`src/rtl/shot_scorer.sv`:
```
// Game-round controller: arms shots, launches the trajectory calculator and
// keeps score, remaining shots and a pseudo-random target.
module shot_scorer #(
    parameter int         SHOTS     = 8,
    parameter int         SCORE_W   = 8,
    parameter int         TIMEOUT   = 63,
    parameter logic [9:0] LFSR_SEED = 10'h2A5
) (
    input  logic               clk,
    input  logic               rst_n,
    input  logic               start,
    input  logic               fire,
    input  logic               result_valid,
    input  logic               hit,
    output logic               shoot,
    output logic [4:0]         target_x,
    output logic [4:0]         target_y,
    output logic [SCORE_W-1:0] score,
    output logic [3:0]         shots_left,
    output logic               game_over,
    output logic               busy
);

    localparam int TW = (TIMEOUT < 1) ? 1 : $clog2(TIMEOUT + 1);

    typedef enum logic [1:0] {
        S_IDLE,
        S_ARMED,
        S_FLIGHT,
        S_OVER
    } state_e;

    state_e             state_q, state_d;
    logic               shoot_q, shoot_d;
    logic [4:0]         tx_q, tx_d;
    logic [4:0]         ty_q, ty_d;
    logic [SCORE_W-1:0] score_q, score_d;
    logic [3:0]         shots_q, shots_d;
    logic [9:0]         lfsr_q, lfsr_d;
    logic [TW-1:0]      timer_q, timer_d;

    logic [4:0]         new_tx;
    logic [4:0]         new_ty;
    logic               resolve;

    // Target row 0 is not allowed, so an all-zero upper field maps to row 1.
    assign new_tx = lfsr_q[4:0];
    assign new_ty = (lfsr_q[9:5] == 5'd0) ? 5'd1 : lfsr_q[9:5];

    assign resolve = result_valid || (timer_q == TW'(TIMEOUT));

    always_comb begin
        state_d = state_q;
        shoot_d = 1'b0;
        tx_d    = tx_q;
        ty_d    = ty_q;
        score_d = score_q;
        shots_d = shots_q;
        timer_d = timer_q;
        lfsr_d  = {lfsr_q[8:0], lfsr_q[9] ^ lfsr_q[6]};

        unique case (state_q)
            S_IDLE, S_OVER: begin
                if (start) begin
                    state_d = S_ARMED;
                    shots_d = 4'(SHOTS);
                    score_d = '0;
                    tx_d    = new_tx;
                    ty_d    = new_ty;
                end
            end
            S_ARMED: begin
                if (start) begin
                    shots_d = 4'(SHOTS);
                    score_d = '0;
                    tx_d    = new_tx;
                    ty_d    = new_ty;
                end else if (fire) begin
                    state_d = S_FLIGHT;
                    shoot_d = 1'b1;
                    timer_d = '0;
                end
            end
            S_FLIGHT: begin
                if (resolve) begin
                    shots_d = shots_q - 4'd1;
                    state_d = (shots_q == 4'd1) ? S_OVER : S_ARMED;
                    // A timeout only resolves as a hit when result_valid came with it.
                    if (result_valid && hit) begin
                        tx_d = new_tx;
                        ty_d = new_ty;
                        if (score_q != {SCORE_W{1'b1}}) begin
                            score_d = score_q + SCORE_W'(1);
                        end
                    end
                end else begin
                    timer_d = timer_q + TW'(1);
                end
            end
            default: state_d = S_IDLE;
        endcase
    end

    always_ff @(posedge clk or negedge rst_n) begin
        if (!rst_n) begin
            state_q <= S_IDLE;
            shoot_q <= 1'b0;
            tx_q    <= '0;
            ty_q    <= '0;
            score_q <= '0;
            shots_q <= '0;
            lfsr_q  <= LFSR_SEED;
            timer_q <= '0;
        end else begin
            state_q <= state_d;
            shoot_q <= shoot_d;
            tx_q    <= tx_d;
            ty_q    <= ty_d;
            score_q <= score_d;
            shots_q <= shots_d;
            lfsr_q  <= lfsr_d;
            timer_q <= timer_d;
        end
    end

    assign shoot      = shoot_q;
    assign target_x   = tx_q;
    assign target_y   = ty_q;
    assign score      = score_q;
    assign shots_left = shots_q;
    assign game_over  = (state_q == S_OVER);
    assign busy       = (state_q == S_FLIGHT);

endmodule

```
`config.mk`:
```
export PLATFORM = sky130hd
export DESIGN_NAME = shot_scorer
export DESIGN_NICKNAME = d
export VERILOG_FILES = /design/src/rtl/shot_scorer.sv
export SDC_FILE = /design/constraint.sdc
export NUM_CORES = 1
export LEC_CHECK = 0
export ABC_AREA = 1
export CAP_MARGIN = 15
export CORE_UTILIZATION = 40
export DETAILED_ROUTE_END_ITERATION = 7
export GPL_ROUTABILITY_DRIVEN = 0
export SYNTH_ARGS = -nofsm -noshare
export SYNTH_HDL_FRONTEND = slang
export SYNTH_SLANG_ARGS = --single-unit
```
`constraint.sdc`:
```
create_clock -name clk -period 1.4 [get_ports clk]
set_input_delay 0.28 -clock clk [delete_from_list [all_inputs] [get_ports clk]]
set_output_delay 0.28 -clock clk [all_outputs]
set_load 0.02 [all_outputs]
```
# ---- Word-level counts from Yosys, hierarchy flattened
# Cells that the tools add are included.
dict set report word_totals {
  ff_bits 41
  wordCells 68
}
dict set report classes {
  bitwise_logic 1
  n_reduce_logical 12
  n_eq_ne 14
  n_mux 30
  n_addsub 3
}
# cell n
set op_table {}
lappend op_table {{two-way mux 5 bit} 7}
lappend op_table {{two-way mux 8 bit} 4}
lappend op_table {{case mux 5 bit (2 select lines)} 2}
lappend op_table {{two-way mux 6 bit} 3}
lappend op_table {{case mux 8 bit (2 select lines)} 1}
lappend op_table {{case mux 6 bit (2 select lines)} 1}
lappend op_table {{AND reduction 4 bit} 3}
lappend op_table {{two-way mux 2 bit} 5}
lappend op_table {{adder 8 x 1 -> 8 bit, second input constant} 1}
lappend op_table {{two-way mux 4 bit} 2}
lappend op_table {{!= test 2 x 1 -> 1 bit, second input constant} 4}
lappend op_table {{!= test 2 bit, second input constant} 4}
lappend op_table {{!= test 8 bit, second input constant} 1}
lappend op_table {{case mux 4 bit (2 select lines)} 1}
lappend op_table {{adder 6 x 1 -> 6 bit, second input constant} 1}
lappend op_table {{== test 6 bit, second input constant} 1}
lappend op_table {{case mux 2 bit (3 select lines)} 1}
lappend op_table {{logical NOT 5 bit} 1}
lappend op_table {{== test 2 bit, second input constant} 2}
lappend op_table {{== test 4 x 1 -> 1 bit, second input constant} 1}
lappend op_table {{subtractor 4 x 1 -> 4 bit, second input constant} 1}
lappend op_table {{two-way mux 1 bit} 3}
lappend op_table {{AND reduction 3 bit} 1}
lappend op_table {{OR reduction 3 bit} 1}
lappend op_table {{other kinds (8)} 8}

# ---- Logic depth before layout (Yosys ltp)
# Gate-level depths: netlist of the first run.
dict set report depth {
  depth_word 5
  depth_mapped 9
}

# ---- Worst setup path before layout of the first run
# No wires, ideal clock.
dict set report synth_timing {
  path_kind {reg-to-reg}
  startpoint {register state_q[0]}
  endpoint {register ty_q[0] (netlist: target_y[0])}
  t_arrival_ns 1.544
  n_path_buf 1
  setup_slack_ns -0.270
  stages_incl_launch_ff 9
  path_cell_list {dfrtp_1 > inv_1 > ha_1 > nor2_1 > nor2_4 > inv_1 > buf_2 > nand2_1 > o21ai_0}
}
dict set report synth_via {
  elab_cells_between_ends 10
}
# element line
set synth_rtl {}
lappend synth_rtl {{start, declared} 33} ;# state_e state_q, state_d;
lappend synth_rtl {{start signal, assigned} 115} ;# state_q <= state_d;
lappend synth_rtl {{== test 2 bit (*)} n/a}
lappend synth_rtl {{via busy} 21} ;# output logic busy
lappend synth_rtl {{!= test 2 x 1 -> 1 bit (no line)} n/a}
lappend synth_rtl {{AND reduction 3 bit (no line)} n/a}
lappend synth_rtl {{end signal, assigned} 118} ;# ty_q <= ty_d;
lappend synth_rtl {{end, declared} 36} ;# logic [4:0] ty_q, ty_d;
# Mark *: on every way through the listed nets, which the timed path passes. The rest lies on a longest branch.
# A chain may end at the register's enable or synchronous reset.

# ---- Worst setup path after layout of the first run
dict set report layout_timing {
  startpoint {register state_q[0]}
  endpoint {register tx_q[1] (netlist: target_x[1])}
}
dict set report layout_via {
  elab_chain_cells 4
  elab_cells_between_ends 10
}
# element line
set layout_lines {}
lappend layout_lines {{== test 2 bit, or another cell as far along} 62} ;# unique case (state_q)
lappend layout_lines {{OR reduction 3 bit (no line)} n/a}
lappend layout_lines {{!= test 2 x 1 -> 1 bit (no line)} n/a}
lappend layout_lines {{AND reduction 3 bit (no line)} n/a}
lappend layout_lines {{end signal, assigned} 117} ;# tx_q <= tx_d;
lappend layout_lines {{end, declared} 35} ;# logic [4:0] tx_q, tx_d;
# Parallel ways exist; a longest one is shown, timed or not.

==> run metrics, run 1 <==
HPWL Detailed 2661 microns; total number of vias 1718; First DRT Iteration DRCs 51; ratio of cells with drive above 1 in the final layout 31.97%; root buffer cell clkbuf_8; Yosys cell types 26; Num CTS Buffers 5; Peak supply drop 1.176 mV; main area contributors after synthesis dfrtp_1 (47%), nand2_1 (17%), dfstp_2 (6.8%); setup TNS -1752 ps; violated checks DRC, setup timing; critical path arrival 1680 ps; Crit Path Category flop to flop; register-to-register setup slack -90 ps; nature of the critical path startpoint flop; Power Density 1480 nW/um^2; max_slew headroom 81.25%; number of synthesized flops with an enable pin 0; H-tree Lvls 2; crit path time final 1493 ps; vias in the first global route 1667; Antenna diodes 0; share of Yosys cell area claimed by the top area cell type 46.91%; die area 5082 sq um; R2R cell count 10; row count 24; P&R area growth vs syn 48.60%; detailed-router iteration count before antenna repair 6; antenna violations before repair 0; CTS tree done; Hold Path Depth 0; leakage 1.439 nW; cell area after layout 2854 sq um; reg2reg start state_q[0]; global route total overflow 0; largest net degree at the start of global routing 42; reg2reg end target_x[1]; syn avg cell area 8.536 sq um; Clock Tree Buf Depth 2; sequential-to-total area share from yosys stat 53.75%; Port Buf Inserts 30; # nets final 307; Crit. End Element flop; Peak Freq 669.8 MHz; Max Cap Viol 0; crit share post-route 106.6%; DIE HEIGHT 71.29 microns; Critical Path Fanout Max 8; Hold Vio Cnt, Final 0; YS warnings 0; top cells by count, synth nand2_1 (88), dfrtp_1 (36), inv_1 (20); Skew-Pair Late Insertion Delay 290 ps; post-synthesis async set-or-reset flop share 100.0%; Synth area leader dfrtp_1; via/cell ratio 4.965; status finished with violations; dpl cell area 2502 sq um; final wirelength 4485 microns; cell count after synthesis 225; core area 4474 sq um; #FFs+latches synth 41; WL per Instance 12.96 microns; syn nets 239; WP data required 1590 ps; antenna-violating nets left 0; Clk pin slew, worst setup/hold paths 80 ps; All-Layer GR Usage 18.85%; Ports 31; residual DRC count 3; Hold Path Origin lfsr_q[1]; final-report max-slew violation count 0; hold endpoint lfsr_q[2]; clock sink count 41; RSZ-0062 raised after global routing yes; first-pass GRT wire length 7376 microns; setup ws final -93.08 ps; die span in x 71.29 microns; Top FF cell, synth dfrtp_1; count leader, synth nand2_1; Worst Tran Pin Value 280.3 ps; final setup vio count 29; Synth Cell Area 1921 sq um; Worst Hold Class flop to flop; Initial Util 42.93%; Final Skew 4.600 ps
-- worst max-delay path: stages (launching register included) --
cell and delay [ps]:
dfrtp_1 410, inv_2 80, ha_4 150, buf_12 120
inv_8 40, a21oi_4 120, nor2_4 60, buf_12 130
buf_4 170, nand2_1 60, nand2_1 50
-- cell type report --
| class | instances | area [sq um] |
|---|---|---|
| fillers | 372 | 1620 |
| flip-flops and latches | 41 | 1036 |
| multi-input cells | 161 | 973.4 |
| repair buffers | 62 | 570.5 |
| inverters | 21 | 93.84 |
| clock buffers | 6 | 72.57 |
| well taps | 52 | 65.06 |
| clock inverters | 2 | 35.03 |
| repair inverters | 1 | 7.507 |
-- power by group --
part / switching (mW) / internal (mW)
logic: 1.06 / 0.840
clock network: 0.402 / 0.529
registers: 0.0973 / 1.30
total: 1.56 / 2.67
-- flip-flops by register name (all words and copies together), names as in the netlist --
register    cells
shots_left      4
state_q         2
target_y        5
shoot           1
score           8
target_x        5
timer_q         6
lfsr_q         10
-- placed cells by master, fill, tap and decap left out, types with 2 or more instances in the layout --
cell	n
a21oi_1	2
a21oi_4	3
buf_12	4
buf_2	3
buf_4	24
buf_6	4
clkbuf_8	5
clkdlybuf4s50_1	4
dfrtp_1	33
dfrtp_2	3
dfstp_2	5
dlygate4sd2_1	20
ha_1	4
ha_2	2
ha_4	2
inv_1	16
inv_2	3
inv_8	2
nand2_1	71
nand2_2	14
nand2_4	3
nand3_1	9
nand4_1	3
nor2_1	13
nor2_4	3
o21ai_0	3
o21ai_1	11
o21ai_2	3
o21ai_4	2
xor2_1	4
-- worst max-delay path by stage --
stage	start	to	slack, ps	cells past startpoint
4_1_cts	state_q[1]	game_over	-90	3
3_5_place_dp	result_valid	shots_left[3]	-190	7
5_1_grt	state_q[0]	score[6]	-140	10
6_report	state_q[0]	target_x[1]	-90	10
2_1_floorplan	state_q[0]	score[5]	-80	9
3_3_place_gp	result_valid	timer_q[5]	-150	7
-- cell families (layout without fill, tap and decap cells) --
kind of cell / Yosys count / count (layout) / share of synthesized area [%]
and+or+nand+nor: 121 / 121 / 25.60
DFF: 41 / 41 / 53.75
AOI/OAI and AO/OA: 26 / 27 / 8.013
buffers and inverters: 24 / 92 / 5.146
adders and majority gates: 8 / 8 / 5.212
xor gates and xnor gates: 5 / 5 / 2.280
-- metrics by stage --
stage / total power, mW / instances / hold WS (ps) / util (%) / setup slack, ps
final: 4.225 / 346 / 384.1 / 63.79 / -93.08
after detailed placement: 2.795 / 326 / 267.4 / 55.93 / -186.1
after global routing: 4.461 / 346 / 402.0 / 63.79 / -142.7
after floorplan: 2.245 / 225 / -15.59 / - / -76.44
after global placement: 2.787 / 326 / 270.7 / 55.93 / -149.8
after CTS: 3.940 / 341 / 385.7 / 60.91 / -92.38
-- routing by layer --
layer	vias to the layer above	track usage, %	routed length, microns
met3	10	4.360	162
met2	44	31.85	2233
li1	846	-	-
met1	818	22.66	1996
met5	-	0	0
met4	0	9.333	93
-- what timing repair did --
action / 4_1_cts / 5_1_grt
endpoints found under the hold margin: 36 / 0
buffers inserted: 4 / 8
hold buffers: 1 / 0
gates resized for setup: 60 / 36
pin swaps: 11 / 14
gates cloned: 2 / 0
endpoints found under the setup margin: 55 / 35
(Power assumes the default switching activity.)
==> inputs of run 2 (changes only) <==
--- a/config.mk
+++ b/config.mk
@@ -13,3 +13,4 @@
 export SYNTH_ARGS = -nofsm -noshare
 export SYNTH_HDL_FRONTEND = slang
 export SYNTH_SLANG_ARGS = --single-unit
+export TNS_END_PERCENT = 20
==> run 2 against run 1 <==
- the flow still finishes with violations (DRC, setup timing)
- clock power down 19%
- clock skew increased by 1.2 ps
- utilization is 0.42 points lower
- die area unchanged
- hold slack worse by 2.4 ps
- critical path type unchanged
- largest cell class unchanged
==> run metrics, run 2 (synthesized netlist as in run 1, its figures left out) <==
final core utilization 63.37% (was 63.79%); setup ws final -107.4 ps (was -93.08 ps); Hold Path Origin lfsr_q[4] (was lfsr_q[1]); crit share post-route 107.7% (was 106.6%); Slowest Stage Delay on Critical Path 420 ps (was 410 ps); WP data required 1580 ps (was 1590 ps); setup TNS -1213 ps (was -1752 ps); global route total overflow 0 (unchanged); core area 4474 sq um (unchanged); die span in x 71.29 microns (unchanged); total number of vias 1677 (was 1718); ratio of cells with drive above 1 in the final layout 31.79% (was 31.97%); CTS tree done (unchanged); Largest Register lfsr_q (unchanged); # nets final 315 (was 307); violated checks DRC, setup timing (unchanged); antenna violations before repair 0 (unchanged); P&R area growth vs syn 47.62% (was 48.60%); Max Cap Viol 0 (unchanged); HPWL Detailed 2906 microns (was 2661 microns); Clock Tree Buf Depth 2 (unchanged); Final Skew 5.753 ps (was 4.600 ps); die area 5082 sq um (unchanged); first-pass GRT wire length 6789 microns (was 7376 microns); Skew-Pair Late Insertion Delay 290 ps (about the same); Initial Util 42.93% (unchanged); vias in the first global route 1582 (was 1667); Antenna diodes 0 (unchanged); Crit Path Category flop to flop (unchanged); Buf/Inv on CP 4 (was 5); CP max-delay cell dfrtp_1 (unchanged); All-Layer GR Usage 17.37% (was 18.85%); Hold Path Depth 0 (unchanged); Num CTS Buffers 5 (unchanged); crit-path leading delay family buffers and inverters (unchanged); Hold Vio Cnt, Final 0 (unchanged); Worst Hold Class flop to flop (unchanged); status finished with violations (unchanged); metal2 WL 1956 microns (was 2233 microns); DR WL met3 143 microns (was 162 microns); WL per Instance 11.24 microns (was 12.96 microns); H-tree Lvls 2 (unchanged); residual DRC count 2 (was 3); Port Buf Inserts 30 (unchanged); Power Density 1392 nW/um^2 (was 1480 nW/um^2); highest metal used met4 (unchanged); R2R cell count 9 (was 10); Peak supply drop 0.8842 mV (was 1.176 mV); CP cell instances inv_2, ha_4, buf_6, inv_8, a21oi_4, nor2_4, o21ai_4, clkbuf_16, o21ai_1 (was inv_2, ha_4, buf_12, inv_8, a21oi_4, nor2_4, buf_12, buf_4, nand2_1, nand2_1); Critical Path Fanout Max 7 (was 8); First DRT Iteration DRCs 70 (was 51); final-report max-slew violation count 0 (unchanged); antenna-violating nets left 0 (unchanged); Ports 31 (unchanged); largest net degree at the start of global routing 29 (was 42); Met1 Wirelength 1811 microns (was 1996 microns); reg2reg end score[0] (was target_x[1]); root buffer cell clkbuf_8 (unchanged); Crit. End Element flop (unchanged); final setup vio count 20 (was 29); Clk pin slew, worst setup/hold paths 80 ps (about the same); nature of the critical path startpoint flop (unchanged); Largest register FFs 10 (unchanged); commonest cells after routing, fill and taps aside nand2_1 (76), buf_4 (34), dfrtp_1 (33), dlygate4sd2_1 (20), inv_1 (15) (was nand2_1 (71), dfrtp_1 (33), buf_4 (24), dlygate4sd2_1 (20), inv_1 (16)); row count 24 (unchanged); Peak Freq 663.4 MHz (was 669.8 MHz); register-to-register setup slack -110 ps (was -90 ps); via/cell ratio 4.737 (was 4.965); final wirelength 3978 microns (was 4485 microns); detailed-router iteration count before antenna repair 6 (unchanged); Worst Tran Pin Value 352.5 ps (was 280.3 ps); commonest non-fill, non-tap cell in the layout nand2_1 (unchanged); critical path arrival 1690 ps (was 1680 ps); crit path time final 1507 ps (was 1493 ps); FILL cells 383 (was 372); reg2reg start state_q[0] (unchanged); max_slew headroom 76.50% (was 81.25%); RSZ-0062 raised after global routing yes (unchanged); hold endpoint lfsr_q[5] (was lfsr_q[2]); DIE HEIGHT 71.29 microns (unchanged); leakage 1.486 nW (was 1.439 nW); clock sink count 41 (unchanged)
run 2: changes by cell type in the layout (fill, tap and decap cells not counted), sizes merged:
cell,change
bufinv,-1
o21ai,-1
clkinv,+1
buf,+9
run 2: through the flow:
step           cells  power, mW  area [sq um]  setup slack (ps)  hold WS (ps)
6_report         354      3.946          2835            -107.4         381.8
5_1_grt          354      4.194          2835            -161.6         393.3
4_1_cts          346      3.603          2631            -191.5         384.7
3_5_place_dp     337      2.862          2551            -228.2         212.5
3_3_place_gp     337      2.850          2551            -193.6         206.6
2_1_floorplan    225      2.208          1953            -76.51        -15.59
run 2: per-layer routing:
metal / up-vias / track usage (%)
met5: - / 0
met4: 0 / 5.333
met3: 6 / 5.063
met2: 27 / 28.78
met1: 776 / 22.12
li1: 868 / -
run 2: report_power, final:
part | leakage, nW | switching, mW | internal (mW)
Combinational | 0.905 | 0.939 | 0.860
Sequential | 0.537 | 0.0926 | 1.30
Clock | 0.0439 | 0.411 | 0.344
run 2: final cells by class:
class | instances | area, sq um | area share, %
Clock buffer | 5 | 68.82 | 2.427
Clock inverter | 3 | 17.52 | 0.6178
Inverter | 21 | 88.84 | 3.133
Multi-Input combinational cell | 160 | 924.6 | 32.61
Sequential cell | 41 | 1036 | 36.54
Tap cell | 52 | 65.06 | 2.295
Timing Repair Buffer | 72 | 634.4 | 22.37
run 2: timing repair:
item,in CTS,in global routing
hold buffers,1,0
gates resized for setup,38,40
endpoints found under the hold margin,12,0
buffers inserted,0,7
gates cloned,0,1
setup endpoints to repair,54,34
pin swaps,3,9
run 2: worst max path at each step:
stage,start,end,slack (ps),depth (start not counted)
global placement,result_valid,timer_q[5],-190,8
detailed placement,result_valid,timer_q[0],-230,8
floorplan,state_q[0],score[5],-80,9
CTS,state_q[0],busy,-190,3
global route,state_q[0],score[4],-160,10
finish,state_q[0],score[0],-110,9
==> inputs of run 3 (changes only) <==
--- a/config.mk
+++ b/config.mk
@@ -7,7 +7,7 @@
 export LEC_CHECK = 0
 export ABC_AREA = 1
 export CAP_MARGIN = 15
-export CORE_UTILIZATION = 40
+export CORE_UTILIZATION = 30
 export DETAILED_ROUTE_END_ITERATION = 7
 export GPL_ROUTABILITY_DRIVEN = 0
 export SYNTH_ARGS = -nofsm -noshare
==> run 3 against run 2 <==
- the flow finishes with violations (setup timing)
- utilization shrank 18 points
- worst setup slack got worse by 4.8 ps
- critical path depth is the same
- critical path type unchanged
- critical endpoint is now score[5]
==> run metrics, run 3 (synthesized netlist as in run 1, its figures left out) <==
status finished with violations (unchanged); violated checks setup timing (was DRC, setup timing); H-tree Lvls 2 (unchanged); setup TNS -771.4 ps (was -1213 ps); die span in x 82.01 microns (was 71.29 microns); root buffer cell clkbuf_8 (unchanged); Final Skew 8.936 ps (was 5.753 ps); Crit. End Element flop (unchanged); Peak supply drop 0.6665 mV (was 0.8842 mV); detailed-router iteration count before antenna repair 4 (was 6); clock sink count 41 (unchanged); antenna violations before repair 0 (unchanged); RSZ-0062 raised after global routing yes (unchanged); DIE HEIGHT 82.01 microns (was 71.29 microns); Critical Path Fanout Max 7 (unchanged); first-pass GRT wire length 7265 microns (was 6789 microns); leakage 1.440 nW (was 1.486 nW); Place WS -242.5 ps (was -228.2 ps); via/cell ratio 4.467 (was 4.737); crit path time final 1512 ps (was 1507 ps); Antenna diodes 0 (unchanged); die area 6726 sq um (was 5082 sq um); register-to-register setup slack -110 ps (about the same); antenna-violating nets left 0 (unchanged); max_slew headroom 83.46% (was 76.50%); Initial Util 31.69% (was 42.93%); ratio of cells with drive above 1 in the final layout 27.99% (was 31.79%); WP data required 1600 ps (was 1580 ps); row count 28 (was 24); Largest Register lfsr_q (unchanged); Hold Vio Cnt, Final 0 (unchanged); global route total overflow 0 (unchanged); residual DRC count 0 (was 2); Port Buf Inserts 30 (unchanged); reg2reg end score[5] (was score[0]); largest net degree at the start of global routing 42 (was 29); final wirelength 4155 microns (was 3978 microns); final core utilization 45.81% (was 63.37%); CTS tree done (unchanged); Skew-Pair Late Insertion Delay 300 ps (was 290 ps); All-Layer GR Usage 14.56% (was 17.37%); vias in the first global route 1615 (was 1582); placed cells 356 (was 337); Max Cap Viol 0 (unchanged); total number of vias 1644 (was 1677); WL per Instance 11.29 microns (was 11.24 microns); core area 6061 sq um (was 4474 sq um); critical path arrival 1710 ps (was 1690 ps); First DRT Iteration DRCs 64 (was 70); Num CTS Buffers 5 (unchanged); final-report max-slew violation count 0 (unchanged); P&R area growth vs syn 44.56% (was 47.62%); crit share post-route 108.0% (was 107.7%); R2R cell count 9 (unchanged); hold endpoint lfsr_q[2] (was lfsr_q[5]); nature of the critical path startpoint flop (unchanged); # nets final 306 (was 315); setup ws final -112.2 ps (was -107.4 ps); Clock Tree Buf Depth 2 (unchanged); Ports 31 (unchanged); Power Density 1402 nW/um^2 (was 1392 nW/um^2); Largest register FFs 10 (unchanged); FILL cells 615 (was 383); Worst Tran Pin Value 247.1 ps (was 352.5 ps); final setup vio count 10 (was 20); Peak Freq 661.3 MHz (was 663.4 MHz); HPWL Detailed 2887 microns (was 2906 microns); commonest cells after routing, fill and taps aside nand2_1 (79), dfrtp_1 (33), buf_4 (28), dlygate4sd2_1 (21), inv_1 (18) (was nand2_1 (76), buf_4 (34), dfrtp_1 (33), dlygate4sd2_1 (20), inv_1 (15)); Hold Path Depth 0 (unchanged); reg2reg start state_q[1] (was state_q[0]); Hold WS 381.0 ps (was 381.8 ps); Crit Path Category flop to flop (unchanged); commonest non-fill, non-tap cell in the layout nand2_1 (unchanged); Worst Hold Class flop to flop (unchanged); Clk pin slew, worst setup/hold paths 90 ps (was 80 ps); cell area after layout 2776 sq um (was 2835 sq um); Total Power 3.892 mW (was 3.946 mW); non-filler cells, final 368 (was 354); dpl cell area 2562 sq um (was 2551 sq um); Hold Path Origin lfsr_q[1] (was lfsr_q[4])
==> run 3: changes by cell type in the layout (fill, tap and decap cells not counted), moves of 2 or more <==
cell	delta
buf_6	-2
buf_4	-6
inv_1	+3
nand2_4	-3
nand2_1	+3
ha_4	-2
inv_2	-2
clkinv_2	-2
o21ai_2	+2
ha_2	+2
==> run 3: area by class of cell <==
class / instances / area (sq um) / share of cell area [%]
Sequential cell: 41 / 1036 / 37.31
Multi-Input combinational cell: 160 / 879.6 / 31.68
Timing Repair Buffer: 63 / 560.5 / 20.19
Tap cell: 75 / 93.84 / 3.380
Inverter: 21 / 91.34 / 3.290
Clock buffer: 5 / 68.82 / 2.479
Clock inverter: 3 / 46.29 / 1.667
==> run 3: power breakdown <==
part	switching, mW	internal (mW)	total [mW]
Clock	0.439	0.534	0.973
Sequential	0.0853	1.30	1.38
Combinational	0.846	0.689	1.54
==> run 3: per-layer routing <==
metal	vias to the layer above	global-route usage, %	routed length, microns
met4	0	5.263	65
met5	-	0	0
li1	840	-	-
met3	5	4.667	127
met2	31	23.22	1933
met1	768	18.32	2028
==> run 3: what timing repair did <==
action | in CTS | in global routing
cloned | 0 | 1
hold buffers | 1 | 0
endpoints found under the hold margin | 36 | 0
gates resized for setup | 42 | 24
setup buffers | 0 | 2
pin swaps | 3 | 5
setup endpoints to repair | 53 | 34
==> run 3: worst max-delay path by stage <==
| stage | start | end | slack [ps] | cells past startpoint |
|---|---|---|---|---|
| 2_1_floorplan | state_q[0] | score[5] | -80 | 9 |
| 3_3_place_gp | start | timer_q[5] | -180 | 7 |
| 3_5_place_dp | result_valid | shots_left[3] | -240 | 7 |
| 4_1_cts | state_q[0] | busy | -160 | 3 |
| 6_report | state_q[1] | score[5] | -110 | 9 |
| 5_1_grt | state_q[0] | score[5] | -170 | 10 |
==> run 3: worst max-delay path, stage by stage, from the launching register on <==
cell and delay (ps):
dfrtp_2 450, ha_4 190, buf_12 140, clkinv_8 40, a21oi_4 30, nor2_4 170
o21ai_4 120, clkbuf_16 180, nand2_2 60, o21ai_2 50
